**config.mk**
```make
export PLATFORM = sky130hd
export DESIGN_NAME = dmem_arbiter_flat
export DESIGN_NICKNAME = d
export VERILOG_FILES = /design/src/rtl/dmem_arbiter_if.sv /design/src/rtl/dmem_arbiter.sv /design/src/flat_wrapper.sv
export SDC_FILE = /design/constraint.sdc
export NUM_CORES = 1
export LEC_CHECK = 0
export CELL_PAD_IN_SITES_DETAIL_PLACEMENT = 0
export CELL_PAD_IN_SITES_GLOBAL_PLACEMENT = 1
export CORE_AREA = 2 2 164 166
export CTS_CLUSTER_SIZE = 10
export DETAILED_ROUTE_END_ITERATION = 10
export DIE_AREA = 0 0 166 168
export PLACE_DENSITY = 0.73
export SLEW_MARGIN = 20
export SYNTH_ARGS = -nofsm -noshare
export SYNTH_HDL_FRONTEND = slang
export SYNTH_SLANG_ARGS = --single-unit
```
**constraint.sdc**
```tcl
create_clock -name Clock -period 3.05 [get_ports Clock]
set_clock_uncertainty 0.1 [all_clocks]
set_input_delay 0.7625 -clock Clock [delete_from_list [all_inputs] [get_ports Clock]]
set_output_delay 0.7625 -clock Clock [all_outputs]
set_load 0.01 [all_outputs]
```
**src/rtl/dmem_arbiter_if.sv**
```systemverilog
// Core/NIC request ports plus the single-port Dmem pins shared by dmem_arbiter.
// slave = arbiter side; master = requesters and the memory model.
interface dmem_arbiter_if #(
  parameter int ADDR_W = 8,
  parameter int DATA_W = 64
);
  logic              c_req;
  logic              c_wr;
  logic [ADDR_W-1:0] c_addr;
  logic [DATA_W-1:0] c_wdata;
  logic              c_gnt;
  logic              c_rvalid;
  logic [DATA_W-1:0] c_rdata;

  logic              n_req;
  logic              n_wr;
  logic [ADDR_W-1:0] n_addr;
  logic [DATA_W-1:0] n_wdata;
  logic              n_gnt;
  logic              n_rvalid;
  logic [DATA_W-1:0] n_rdata;

  logic [ADDR_W-1:0] Mem_Addr;
  logic [DATA_W-1:0] Data_Out;
  logic [DATA_W-1:0] Data_In;
  logic              DmemEn;
  logic              DmemWrEn;

  modport slave (
    input  c_req, c_wr, c_addr, c_wdata, n_req, n_wr, n_addr, n_wdata, Data_In,
    output c_gnt, c_rvalid, c_rdata, n_gnt, n_rvalid, n_rdata,
           Mem_Addr, Data_Out, DmemEn, DmemWrEn
  );

  modport master (
    output c_req, c_wr, c_addr, c_wdata, n_req, n_wr, n_addr, n_wdata, Data_In,
    input  c_gnt, c_rvalid, c_rdata, n_gnt, n_rvalid, n_rdata,
           Mem_Addr, Data_Out, DmemEn, DmemWrEn
  );
endinterface

```
**src/rtl/dmem_arbiter.sv**
```systemverilog
// Core/NIC arbiter for single-port Dmem: combinational grant, read data 1 cycle later, bounded-burst round robin.
// Losing side stalls (req && !gnt); optional DMEM_ARB_PERF_EN adds conflict/stall counters.
module dmem_arbiter #(
  parameter int ADDR_W    = 8,
  parameter int DATA_W    = 64,
  parameter int MAX_BURST = 4
) (
  input  logic         Clock,
  input  logic         Reset,
`ifdef DMEM_ARB_PERF_EN
  input  logic         perf_clr,
  output logic [15:0]  cnt_conflict,
  output logic [15:0]  cnt_cstall,
`endif
  dmem_arbiter_if.slave bus
);

  if (MAX_BURST < 1 || MAX_BURST > 15) begin : g_bad_burst
    $error("dmem_arbiter: MAX_BURST must be in 1..15");
  end

  typedef enum logic {
    PRI_C = 1'b0,
    PRI_N = 1'b1
  } pri_e;

  localparam logic [3:0] BURST_LAST = 4'(MAX_BURST - 1);

  pri_e       pri_q, pri_d;
  logic [3:0] cnt_q, cnt_d;
  logic       rd_c_q, rd_c_d;
  logic       rd_n_q, rd_n_d;
  logic       c_gnt, n_gnt;
  logic       other_req;

  // Grants are forced low in reset so nothing reaches the Dmem pins.
  always_comb begin
    c_gnt = 1'b0;
    n_gnt = 1'b0;
    if (!Reset) begin
      if (bus.c_req && bus.n_req) begin
        c_gnt = (pri_q == PRI_C);
        n_gnt = (pri_q == PRI_N);
      end else begin
        c_gnt = bus.c_req;
        n_gnt = bus.n_req;
      end
    end
  end

  always_comb begin
    bus.c_gnt    = c_gnt;
    bus.n_gnt    = n_gnt;
    bus.DmemEn   = c_gnt | n_gnt;
    bus.DmemWrEn = (c_gnt & bus.c_wr) | (n_gnt & bus.n_wr);
    bus.Mem_Addr = c_gnt ? bus.c_addr  : (n_gnt ? bus.n_addr  : '0);
    bus.Data_Out = c_gnt ? bus.c_wdata : (n_gnt ? bus.n_wdata : '0);
    bus.c_rvalid = rd_c_q & ~Reset;
    bus.n_rvalid = rd_n_q & ~Reset;
    bus.c_rdata  = (rd_c_q & ~Reset) ? bus.Data_In : '0;
    bus.n_rdata  = (rd_n_q & ~Reset) ? bus.Data_In : '0;
  end

  // Contested grants count toward the burst limit; an uncontested grant
  // makes the granted side owner with a fresh burst.
  always_comb begin
    pri_d     = pri_q;
    cnt_d     = cnt_q;
    other_req = c_gnt ? bus.n_req : bus.c_req;
    if (c_gnt || n_gnt) begin
      if (other_req) begin
        if (cnt_q == BURST_LAST) begin
          pri_d = c_gnt ? PRI_N : PRI_C;
          cnt_d = 4'd0;
        end else begin
          cnt_d = cnt_q + 4'd1;
        end
      end else begin
        pri_d = c_gnt ? PRI_C : PRI_N;
        cnt_d = 4'd0;
      end
    end
    rd_c_d = c_gnt & ~bus.c_wr;
    rd_n_d = n_gnt & ~bus.n_wr;
  end

  always_ff @(posedge Clock) begin
    if (Reset) begin
      pri_q  <= PRI_C;
      cnt_q  <= 4'd0;
      rd_c_q <= 1'b0;
      rd_n_q <= 1'b0;
    end else begin
      pri_q  <= pri_d;
      cnt_q  <= cnt_d;
      rd_c_q <= rd_c_d;
      rd_n_q <= rd_n_d;
    end
  end

`ifdef DMEM_ARB_PERF_EN
  logic [15:0] conflict_q, conflict_d;
  logic [15:0] cstall_q, cstall_d;

  always_comb begin
    conflict_d = conflict_q;
    cstall_d   = cstall_q;
    if (perf_clr) begin
      conflict_d = 16'd0;
      cstall_d   = 16'd0;
    end else begin
      if (bus.c_req && bus.n_req && conflict_q != 16'hFFFF) conflict_d = conflict_q + 16'd1;
      if (bus.c_req && !c_gnt && cstall_q != 16'hFFFF)      cstall_d   = cstall_q + 16'd1;
    end
  end

  always_ff @(posedge Clock) begin
    if (Reset) begin
      conflict_q <= 16'd0;
      cstall_q   <= 16'd0;
    end else begin
      conflict_q <= conflict_d;
      cstall_q   <= cstall_d;
    end
  end

  assign cnt_conflict = conflict_q;
  assign cnt_cstall   = cstall_q;
`endif

endmodule

```
**src/flat_wrapper.sv**
```systemverilog
// flat-port wrapper written by rule: the top's interface ports become plain ports
module dmem_arbiter_flat 
#(
  parameter int ADDR_W    = 8,
  parameter int DATA_W    = 64,
  parameter int MAX_BURST = 4
)
  (Clock, Reset, bus_c_req, bus_c_wr, bus_c_addr, bus_c_wdata, bus_n_req, bus_n_wr, bus_n_addr, bus_n_wdata, bus_Data_In, bus_c_gnt, bus_c_rvalid, bus_c_rdata, bus_n_gnt, bus_n_rvalid, bus_n_rdata, bus_Mem_Addr, bus_Data_Out, bus_DmemEn, bus_DmemWrEn);
  dmem_arbiter_if #(.ADDR_W(ADDR_W), .DATA_W(DATA_W)) bus_i ();
  input  logic Clock;
  input  logic Reset;
  input wire logic [$bits(bus_i.c_req)-1:0] bus_c_req;
  input wire logic [$bits(bus_i.c_wr)-1:0] bus_c_wr;
  input wire logic [$bits(bus_i.c_addr)-1:0] bus_c_addr;
  input wire logic [$bits(bus_i.c_wdata)-1:0] bus_c_wdata;
  input wire logic [$bits(bus_i.n_req)-1:0] bus_n_req;
  input wire logic [$bits(bus_i.n_wr)-1:0] bus_n_wr;
  input wire logic [$bits(bus_i.n_addr)-1:0] bus_n_addr;
  input wire logic [$bits(bus_i.n_wdata)-1:0] bus_n_wdata;
  input wire logic [$bits(bus_i.Data_In)-1:0] bus_Data_In;
  output wire logic [$bits(bus_i.c_gnt)-1:0] bus_c_gnt;
  output wire logic [$bits(bus_i.c_rvalid)-1:0] bus_c_rvalid;
  output wire logic [$bits(bus_i.c_rdata)-1:0] bus_c_rdata;
  output wire logic [$bits(bus_i.n_gnt)-1:0] bus_n_gnt;
  output wire logic [$bits(bus_i.n_rvalid)-1:0] bus_n_rvalid;
  output wire logic [$bits(bus_i.n_rdata)-1:0] bus_n_rdata;
  output wire logic [$bits(bus_i.Mem_Addr)-1:0] bus_Mem_Addr;
  output wire logic [$bits(bus_i.Data_Out)-1:0] bus_Data_Out;
  output wire logic [$bits(bus_i.DmemEn)-1:0] bus_DmemEn;
  output wire logic [$bits(bus_i.DmemWrEn)-1:0] bus_DmemWrEn;
  assign bus_i.c_req = bus_c_req;
  assign bus_i.c_wr = bus_c_wr;
  assign bus_i.c_addr = bus_c_addr;
  assign bus_i.c_wdata = bus_c_wdata;
  assign bus_i.n_req = bus_n_req;
  assign bus_i.n_wr = bus_n_wr;
  assign bus_i.n_addr = bus_n_addr;
  assign bus_i.n_wdata = bus_n_wdata;
  assign bus_i.Data_In = bus_Data_In;
  assign bus_c_gnt = bus_i.c_gnt;
  assign bus_c_rvalid = bus_i.c_rvalid;
  assign bus_c_rdata = bus_i.c_rdata;
  assign bus_n_gnt = bus_i.n_gnt;
  assign bus_n_rvalid = bus_i.n_rvalid;
  assign bus_n_rdata = bus_i.n_rdata;
  assign bus_Mem_Addr = bus_i.Mem_Addr;
  assign bus_Data_Out = bus_i.Data_Out;
  assign bus_DmemEn = bus_i.DmemEn;
  assign bus_DmemWrEn = bus_i.DmemWrEn;
  dmem_arbiter #(.ADDR_W(ADDR_W), .DATA_W(DATA_W), .MAX_BURST(MAX_BURST)) u_core (.Clock(Clock), .Reset(Reset), .bus(bus_i));
endmodule
```
---- Word-level counts from Yosys, hierarchy flattened ----
Index checks and enable logic that the tools add are counted.
word-level totals
  bits in registers ....................... 7
  output and inout bits ................... 206
  logic and storage cells ................. 39
operators by class
  add/subtract/negate cells ............... 1
  eq/ne operators ......................... 2
  mux-type cells .......................... 17
  bitwise operators ....................... 12
  reductions and logical operators ........ 3
operators by type and width
  operator             number
  $mux 64              4
  $mux 8               2
  $mux 1               9
  $mux 4               2
  $and 1x1->1          6
  $add 4x1->4 const B  1
  $eq 4x2->1 const B   1
  $not 1->1            4
  $ne 2x2->1 const B   1
  $or 1x1->1           2
  $reduce_and 2->1     1
  $logic_and 1x1->1    1
  $logic_or 1x1->1     1

---- Depth between registers and ports, before layout ----
Gate-level depths: netlist of run 1.
  depth after elaboration ................. 6
  depth in mapped cells ................... 6
  mapped depth without buffers ............ 4

---- Worst setup path before layout of run 1 ----
No wires, ideal clock.
  path type ............................... input -> output
  start point ............................. input port Reset
  end point ............................... output port bus_Data_Out[42]
  data arrival time ....................... 1652 ps
  data required time ...................... 2188 ps
  slack ................................... 536 ps
  stages on the path ...................... 6
  path buffers ............................ 3
  cell sequence ........................... buf_6 > nand2b_1 > a21oi_2 > buf_4 > clkbuf_4 > a22o_1
between the ends
  cells in the longest elaborated chain, start to end .. 3
  elaborated cells between the ends (all ways) .. 4
  classes of those cells .................. mux: 4
ends and longest elaborated chain
  item         line                text
  from (decl)  flat_wrapper.sv:11  input logic Reset;
  $mux 1       dmem_arbiter.sv:40  if (!Reset) begin
  $mux 64      dmem_arbiter.sv:57  bus.Data_Out = c_gnt ? bus.c_wdata : (n_gnt ? bus.n_wdata : '0);
  $mux 64 *    dmem_arbiter.sv:57
  to (decl)    flat_wrapper.sv:28  output wire logic [$bits(bus_i.Data_Out)-1:0] bus_Data_Out;
Mark *: on every way between the ends. The rest lies on a longest branch, timed or not.

---- Worst setup path after layout of run 1 ----
  start point ............................. input port Reset
  end point ............................... output port bus_n_rdata[13]
between the ends
  cells in the longest elaborated chain, start to end .. 3
ends and longest elaborated chain
  item         line                text
  $not 1->1    dmem_arbiter.sv:61  bus.n_rdata = (rd_n_q & ~Reset) ? bus.Data_In : '0;
  $and 1x1->1  dmem_arbiter.sv:61
  $mux 64      dmem_arbiter.sv:61
  to (decl)    flat_wrapper.sv:26  output wire logic [$bits(bus_i.n_rdata)-1:0] bus_n_rdata;
Every way passes these cells.

==> impl_metrics.csv, run 1 <==
group,metric,value,unit
status,status,"finished clean",
critical_path,rr_endpoint,"u_core.rd_n_q$_SDFF_PP0_",
routing,drc,0,
finish,final_cell_area,7280,sq um
floorplan,die-area,27900,sq um
placed_design,pre_cts_ws,-0.534,ns
clock_network,cts-root-buf,"clkbuf_16",
timing,maxSlewViolCount,0,
placed_design,gp_congestion,0.748,
min_path,worstHoldEndpoint,"u_core.cnt_q[0]$_SDFFE_PP0P_",
timing,setup_tns,0,ns
routing,drtIter0Drc,97,
global_routing,grt_max_degree,30,
floorplan,num_io_pins,420,
critical_path,critPathMaxStageDelay,0.52,ns
min_path,hold_depth,2,
critical_path,cp-end-kind,"output pin",
floorplan,die_y,168,um
clock_network,clkLatencyLatePin,0.23,ns
global_routing,antenna_found_initial,0,
global_routing,track_usage,0.129,
critical_path,r2r_slack,1.60,ns
timing,hold_viol,0,
critical_path,arrival,2.14,ns
clock_network,path_clk_slew,0.04,ns
synthesis,synth-main-ff-cell,"dfxtp_1",
finish,drive_above_1_share,0.171,
timing,period_minus_slack,3.00,ns
clock_network,cts.sinks,7,
routing,ant_nets,0,
floorplan,num_rows,60,
critical_path,crit_type,"in2out",
pwr,vdd_ir_drop_max,165,uV
clock_network,clockBufferDepth,2,
synthesis,synth_edf_count,0,
critical_path,cp-start-kind,"input pin",
min_path,min_path_type,"reg2reg",
pwr,leakagePower,4.08,nW
clock_network,cts_tree,"yes",
pwr,power_density,147,nW/um^2
finish,multiInputGateArea,1700,sq um
floorplan,dieWidth,166,um
routing,routed_via_density,3.70,
finish,regArea,140,sq um
synthesis,ys_warn_count,0,
timing,hold_ws,0.383,ns
routing,wl_per_cell,18.0,um
clock_network,cts_inserted_buffers,3,
synthesis,netlist_instances,272,
global_routing,grt_overflow_total,0,
critical_path,worstPathRequired,2.19,ns
finish,area_delta_synth_final,267,%
timing,slew_headroom,0.771,
clock_network,ctsHoldBuffers,0,
timing,fin_ws,0.0467,ns
synthesis,syn-mean-instance-area,7.30,sq um
clock_network,cts_max_level,1,
min_path,hold_path.startpoint,"u_core.cnt_q[0]$_SDFFE_PP0P_",
critical_path,slowest_stage,"clkdlybuf4s50_1",
timing,fin_crit_sh,0.985,
timing,timing.fmax,0.333,GHz
synthesis,ys_types,27,
critical_path,r2r-start,"u_core.pri_q$_SDFFE_PP0P_",
flow_run,drv_cap,0,
synthesis,synth_nets,487,
placed_design,placed_area,6770,sq um
floorplan,coreArea,26400,sq um
critical_path,crit_start,"Reset",
routing,totalWireLength,19300,um
pwr,power,1.07,mW
floorplan,start_util,0.0754,
placed_design,hpwl,14200,um
synthesis,ys_ff_latch,7,
timing,worst_pin_slew,0.342,ns
timing,rsz0062_at_grt,"no",
global_routing,grt_pass1_wl,27100,um
finish,fin_nets,946,
global_routing,grt_pass1_vias,4088,
routing,drtPass1Iterations,4,
placed_design,port_buffers,419,
critical_path,ff2ff_path_depth,6,
critical_path,crit_path_max_fanout,15,
synthesis,netlist_area,1990,sq um
synthesis,async_reset_ff_frac,0,
critical_path,path_cells,"buf_2 -> buf_4 -> nor2b_4 -> buf_12 -> buf_16 -> and2_1 -> clkdlybuf4s50_1",
timing,setup_violations,0,
finish,nFillCells,2894,
routing,num_vias,3962,
synthesis,ys_seq_area_frac,0.0706,
## flip-flops by register name, summed over array words and instances, names as in the netlist
name           cells
u_core.cnt_q       4
u_core.pri_q       1
u_core.rd_c_q      1
u_core.rd_n_q      1
## power by group
part | switching, mW | internal (mW)
Combinational | 0.256 | 0.488
Sequential | 0.00300 | 0.0948
Clock | 0.0518 | 0.174
## final cells by class
cell class                      instances  share of cell area
Antenna cell                            1            0.000344
Clock buffer                            4              0.0108
Multi-Input combinational cell        233               0.234
Sequential cell                         7              0.0192
Tap cell                              341              0.0586
Timing Repair Buffer                  486               0.677
## layer usage
metal  vias to the layer above  share of wire  global-route usage
met5                         -              0                   0
met4                         0          0.014              0.0174
met3                        14          0.079              0.0268
met2                       280           0.49               0.237
met1                      1789           0.42               0.158
li1                       1879              -                   -
## kinds of logic (layout without fill, tap and decap cells)
group | count (synthesis) | in the layout | synth area share
compound gates | 81 | 81 | 0.348
flops | 7 | 7 | 0.0706
simple gates | 151 | 151 | 0.474
buf+inv | 32 | 490 | 0.101
fa+ha+maj | 1 | 1 | 0.00630
other cells | 0 | 1 | 0
## worst max path at each step
stage / to / slack (ns) / cells past startpoint
detailed placement: bus_Data_Out[36] / -0.53 / 7
global placement: bus_Data_Out[36] / -0.53 / 7
finish: bus_n_rdata[13] / 0.05 / 7
global route: bus_n_rdata[56] / 0.001 / 7
floorplan: bus_Data_Out[42] / 0.54 / 6
CTS: bus_Data_Out[33] / -0.18 / 8
## through the flow
step | util | cells
2_1_floorplan | - | 272
4_1_cts | 0.271 | 1069
3_3_place_gp | 0.257 | 1032
6_report | 0.276 | 1072
3_5_place_dp | 0.257 | 1032
5_1_grt | 0.276 | 1071
## cells in the final DEF, fill, tap and decap left out, types with 2 or more instances in the layout
master             n
clkbuf_16          4
clkdlybuf4s15_1   12
buf_6             13
or3_1              2
and2_1           128
dlymetal6s2s_1    37
nand3_1            2
buf_4             29
nor2b_4            3
clkdlybuf4s50_1  217
a21oi_1            2
nor2b_1            2
buf_2             37
buf_16            10
dfxtp_1            7
clkbuf_2           3
buf_12            12
dlygate4sd2_1    106
a22o_1            72
a31oi_1            2
nand3b_1           2
bufbuf_16          2
clkdlybuf4s15_2    5
nor2_1             3
nand2_1            3
## timing repair
item,4_1_cts,5_1_grt
setup endpoints to repair,205,55
resized for setup,323,52
pin swaps,2,0
buffers inserted,21,1
gates cloned,12,1
## Yosys cell counts (all sizes together), types with 2 or more instances
| master | number | area share |
|---|---|---|
| a21oi | 3 | 0.0095 |
| a22o | 73 | 0.32 |
| a31oi | 2 | 0.0063 |
| and2 | 129 | 0.41 |
| buf | 16 | 0.066 |
| clkbuf | 16 | 0.035 |
| dfxtp | 7 | 0.071 |
| nand2 | 3 | 0.0057 |
| nand3 | 2 | 0.0050 |
| nand3b | 2 | 0.0076 |
| nor2 | 3 | 0.0057 |
| nor2b | 5 | 0.016 |
| nor3b | 2 | 0.010 |
| or3 | 2 | 0.0063 |
## worst max-delay path: cells and delay by family
| family | cells | cell delay (ns) |
|---|---|---|
| simple gates | 2 | 0.26 |
| buf+inv | 5 | 1.10 |
No activity file was read; power rests on OpenSTA's default activity.
==> inputs of run 2 (changes only) <==
Settings changed: CORE_AREA 2 2 164 166 to 2 2 162 164, DIE_AREA 0 0 166 168 to 0 0 164 166, PLACE_DENSITY 0.73 to 0.75, SLEW_MARGIN 20 to not set.
Clock period 3.05 ns to 3.3 ns, I/O delays scaled along.
==> run 2 against run 1 <==
Wire length grew 3.5%. Worst hold slack improved by 0.0099 ns. Utilization decreased by 0.61 points. Clock power fell by 8%. Critical endpoint is now bus_c_rdata[33]. Highest routed layer unchanged.
==> impl_metrics.csv, run 2 (synthesis results as in run 1) <==
group,metric,value,unit
clock_network,cts_max_level,1,
placed_design,hpwl,17000,um
finish,regMostFlops,"u_core.cnt_q",
critical_path,crit_path_max_fanout,32,
timing,setup_violations,0,
clock_network,cts_inserted_buffers,3,
timing,worst_pin_slew,0.318,ns
critical_path,arrival,2.31,ns
routing,totalWireLength,20000,um
pwr,power,938,uW
clock_network,cts-root-buf,"clkbuf_16",
global_routing,antenna_found_initial,2,
pwr,leakagePower,3.60,nW
finish,drive_above_1_share,0.135,
critical_path,crit_type,"in2out",
timing,fin_crit_sh,0.981,
min_path,min_path_type,"reg2reg",
placed_design,gp_congestion,0.795,
routing,routed_via_density,3.67,
finish,area_delta_synth_final,249,%
flow_run,drv_cap,0,
floorplan,num_rows,59,
critical_path,worstPathRequired,2.37,ns
routing,drtPass1Iterations,4,
routing,drtIter0Drc,127,
timing,timing.fmax,0.309,GHz
global_routing,grt_pass1_vias,3984,
floorplan,num_io_pins,420,
timing,period_minus_slack,3.24,ns
clock_network,clockBufferDepth,2,
timing,maxSlewViolCount,0,
placed_design,dp_cells,1039,
min_path,hold_depth,2,
clock_network,clkLatencyLatePin,0.23,ns
finish,fin_nets,932,
floorplan,die_y,166,um
finish,final_cells,1053,
routing,num_vias,3866,
status,status,"finished clean",
global_routing,track_usage,0.137,
timing,rsz0062_at_grt,"no",
global_routing,grt_max_degree,33,
floorplan,die-area,27200,sq um
clock_network,cts_tree,"yes",
global_routing,grt_overflow_total,0,
finish,layout_common_cells,"clkdlybuf4s50_1 (239), dlygate4sd2_1 (129), and2_1 (128), a22o_1 (73), buf_4 (39)",
critical_path,ff2ff_path_depth,6,
timing,hold_viol,0,
pwr,vdd_ir_drop_max,113,uV
clock_network,ctsHoldBuffers,0,
routing,wl_per_cell,19.0,um
floorplan,coreArea,25600,sq um
pwr,power_density,136,nW/um^2
clock_network,cts.sinks,7,
critical_path,cp-end-kind,"output pin",
routing,drc,0,
finish,largest_register_ffs,4,
clock_network,path_clk_slew,0.04,ns
critical_path,cp-start-kind,"input pin",
placed_design,port_buffers,419,
global_routing,grt_pass1_wl,27100,um
floorplan,start_util,0.0775,
routing,ant_nets,0,
finish,mostFrequentLayoutCell,"clkdlybuf4s50_1",
timing,slew_headroom,0.788,
floorplan,dieWidth,164,um
## run 2: worst paths after layout
path,slack (ns),end,start
max reg2reg,1.75,u_core.rd_n_q$_SDFF_PP0_,u_core.pri_q$_SDFFE_PP0P_
min reg2reg,0.39,u_core.cnt_q[0]$_SDFFE_PP0P_,u_core.cnt_q[0]$_SDFFE_PP0P_
max,0.06,bus_c_rdata[33],Reset
min,0.39,u_core.cnt_q[0]$_SDFFE_PP0P_,u_core.cnt_q[0]$_SDFFE_PP0P_
## run 2: final cells by class
type / instances / area [sq um]
fillers: 2867 / 18700
repair buffers: 472 / 4590
multi-input cells: 233 / 1680
well taps: 335 / 419
flip-flops and latches: 7 / 140
clock buffers: 4 / 78.8
diodes: 2 / 5.00
## run 2: timing repair
action	in CTS	in global routing
buffers inserted	3	1
resized for setup	178	61
setup endpoints to repair	199	47
gates cloned	4	0
pin swaps	1	0
## run 2: where the power goes
| group | total [mW] | switching, mW | internal, mW |
|---|---|---|---|
| registers | 0.0903 | 0.00274 | 0.0876 |
| clock network | 0.208 | 0.0474 | 0.161 |
| logic | 0.640 | 0.224 | 0.415 |
## run 2: layer usage
| metal | part of all wire | routed length [um] | track usage | up-vias |
|---|---|---|---|---|
| met3 | 0.089 | 1770 | 0.0307 | 14 |
| met4 | 0.013 | 258 | 0.0172 | 0 |
| met1 | 0.39 | 7740 | 0.155 | 1735 |
| met5 | 0 | 0 | 0 | - |
| li1 | - | - | - | 1851 |
| met2 | 0.51 | 10200 | 0.263 | 266 |
## run 2: critical path, cell delays in order
cell and delay (ns):
dlygate4sd2_1 0.26, buf_4 0.18, nor2b_4 0.13, buf_12 0.18
and2_1 0.18, clkdlybuf4s50_1 0.55
## run 2: per-stage QoR
step | hold WS [ns] | utilization | cell area, sq um | TNS, ns | worst slack [ns]
after detailed placement | 0.391 | 0.270 | 6930 | -45.07 | -0.376
after floorplan | 0.356 | - | 1990 | 0 | 0.661
final | 0.393 | 0.270 | 6920 | 0 | 0.0613
after global routing | 0.429 | 0.270 | 6920 | 0 | 0.000488
after global placement | 0.378 | 0.270 | 6930 | -42.90 | -0.341
after CTS | 0.393 | 0.273 | 6990 | 0 | 0.000675
==> inputs of run 3 (changes only) <==
Settings changed: CELL_PAD_IN_SITES_DETAIL_PLACEMENT 0 to 1.
==> run 3 against run 2 <==
First-iteration DRC count fell by 39%. Global-route usage is 1.2 points higher. Utilization up 0.85 points. Flip-flop and latch count unchanged. Wire length up 6.3%. Non-clock buffer count is 10 higher. Critical path depth is 3 higher. Power increased by 3.1%. Worst hold slack better by 0.0094 ns. Sequential share of layout area is 0.062 points lower. Count of clock-buffer cells in the layout stayed put. Cell count grew 1.0%. Largest cell class unchanged. Highest routed layer is now met5.
==> impl_metrics.csv, run 3 (synthesis results as in run 1) <==
group,metric,value,unit
timing,period_minus_slack,3.24,ns
routing,routed_via_density,3.75,
floorplan,start_util,0.0775,
routing,ant_nets,0,
min_path,hold_depth,2,
clock_network,cts_tree,"yes",
finish,layout_common_cells,"clkdlybuf4s50_1 (226), dlygate4sd2_1 (161), and2_1 (128), a22o_1 (73), buf_4 (43)",
clock_network,ctsHoldBuffers,0,
global_routing,grt_max_degree,22,
floorplan,die_y,166,um
floorplan,coreArea,25600,sq um
timing,timing.fmax,0.309,GHz
floorplan,num_io_pins,420,
timing,hold_viol,0,
clock_network,path_clk_slew,0.04,ns
min_path,min_path_type,"reg2reg",
critical_path,worstPathRequired,2.37,ns
critical_path,cp-end-kind,"output pin",
critical_path,crit_type,"in2out",
routing,wl_per_cell,20.0,um
placed_design,placed_area,6930,sq um
clock_network,cts-root-buf,"clkbuf_16",
pwr,vdd_ir_drop_max,115,uV
finish,nFillCells,3067,
finish,regMostFlops,"u_core.cnt_q",
clock_network,cts_inserted_buffers,3,
global_routing,grt_pass1_vias,4280,
clock_network,cts_max_level,1,
finish,utilization,0.279,
routing,num_vias,3993,
placed_design,gp_congestion,0.795,
timing,maxSlewViolCount,0,
critical_path,ff2ff_path_depth,6,
routing,drtIter0Drc,78,
critical_path,path_cells,"clkdlybuf4s15_1 -> nor3b_4 -> buf_4 -> buf_12 -> buf_12 -> buf_8 -> buf_4 -> a22o_1 -> buf_2",
global_routing,grt-busiest-layer,"met2",
global_routing,antenna_found_initial,4,
critical_path,slowest_stage,"a22o_1",
floorplan,num_rows,59,
floorplan,die-area,27200,sq um
floorplan,dieWidth,164,um
timing,slew_headroom,0.763,
critical_path,crit_start,"bus_n_req",
pwr,power_density,135,nW/um^2
critical_path,rr_endpoint,"u_core.rd_n_q$_SDFF_PP0_",
placed_design,pre_cts_ws,-0.392,ns
finish,largest_register_ffs,4,
finish,drive_above_1_share,0.118,
finish,mostFrequentLayoutCell,"clkdlybuf4s50_1",
global_routing,grtUsageMet3,0.0340,
critical_path,arrival,2.32,ns
routing,drc,0,
global_routing,met1_usage,0.162,
timing,rsz0062_at_grt,"no",
flow_run,drv_cap,0,
clock_network,clockBufferDepth,2,
critical_path,crit_family,"buffers and inverters",
critical_path,r2r-start,"u_core.pri_q$_SDFFE_PP0P_",
timing,worst_pin_slew,0.355,ns
min_path,hold_path.startpoint,"u_core.cnt_q[0]$_SDFFE_PP0P_",
timing,setup_violations,0,
routing,drtPass1Iterations,4,
finish,fin_nets,942,
global_routing,track_usage,0.149,
global_routing,grt_overflow_total,0,
finish,area_delta_synth_final,260,%
critical_path,crit_path_max_fanout,8,
global_routing,globalRouteMet2Util,0.291,
timing,fin_crit_sh,0.982,
finish,regArea,140,sq um
placed_design,hpwl,18000,um
critical_path,cp.depth,9,
critical_path,critPathMaxStageDelay,0.25,ns
timing,hold_ws,0.402,ns
pwr,leakagePower,3.56,nW
clock_network,cts.sinks,7,
critical_path,r2r_slack,1.71,ns
critical_path,cp-start-kind,"input pin",
critical_path,crit_buf_inv,7,
finish,final_cell_area,7140,sq um
routing,totalWireLength,21300,um
critical_path,crit_end,"bus_Data_Out[54]",
clock_network,clkLatencyLatePin,0.24,ns
placed_design,port_buffers,419,
timing,fin_ws,0.0595,ns
finish,multiInputGateArea,1680,sq um
status,status,"finished clean",
global_routing,grt_pass1_wl,29500,um
==> run 3: changes by cell type in the layout (fill, tap and decap cells not counted), sizes merged, moves of 10 or more <==
cell	previous run	this run
dlygate4sd2	129	161
clkdlybuf4s15	1	22
dlymetal6s2s	15	0
clkbuf	32	6
buf	57	67
clkdlybuf4s50	239	226
==> run 3: layout make-up <==
type	instances	area share
clock buffer	4	0.0110
timing repair buffer	482	0.674
sequential	7	0.0196
multi-input combinational	233	0.236
tap	335	0.0587
antenna	3	0.00105
==> run 3: tightest hold or removal path: cells and delay by family, from the launching register on <==
family             cells  cell delay [ns]
DFF                    1             0.33
and+or+nand+nor        1             0.06
AOI/OAI and AO/OA      1             0.06
==> run 3: repair_timing <==
item,in CTS,in global routing
endpoints found under the setup margin,199,32
buffers inserted,11,0
cloned,7,0
resized for setup,231,3
pin swaps,1,2
==> run 3: stage by stage <==
| stage | TNS (ns) | std cells | power (mW) |
|---|---|---|---|
| after floorplan | 0 | 272 | 0.265 |
| after CTS | 0 | 1061 | 0.981 |
| after global routing | 0 | 1062 | 1.02 |
| after global placement | -42.90 | 1039 | 0.777 |
| after detailed placement | -45.93 | 1039 | 0.781 |
| final | 0 | 1064 | 0.967 |
==> run 3: power breakdown <==
part	total, mW	internal [mW]	leakage (nW)	switching (mW)
clock network	0.212	0.161	0.0382	0.0511
logic	0.665	0.433	3.46	0.232
registers	0.0904	0.0876	0.0570	0.00283
==> run 3: how the worst min path moves through the flow <==
stage / slack (ns) / to
finish: 0.40 / u_core.cnt_q[0]$_SDFFE_PP0P_
floorplan: 0.36 / u_core.cnt_q[0]$_SDFFE_PP0P_
global placement: 0.38 / u_core.cnt_q[0]$_SDFFE_PP0P_
CTS: 0.40 / u_core.cnt_q[0]$_SDFFE_PP0P_
detailed placement: 0.39 / u_core.cnt_q[0]$_SDFFE_PP0P_
global route: 0.45 / u_core.cnt_q[0]$_SDFFE_PP0P_
==> run 3: routing by layer <==
layer  share of wire  wire length [um]
met5         0.00052                11
met4           0.019               403
met3           0.092              1950
met2            0.52             11000
met1            0.37              7850
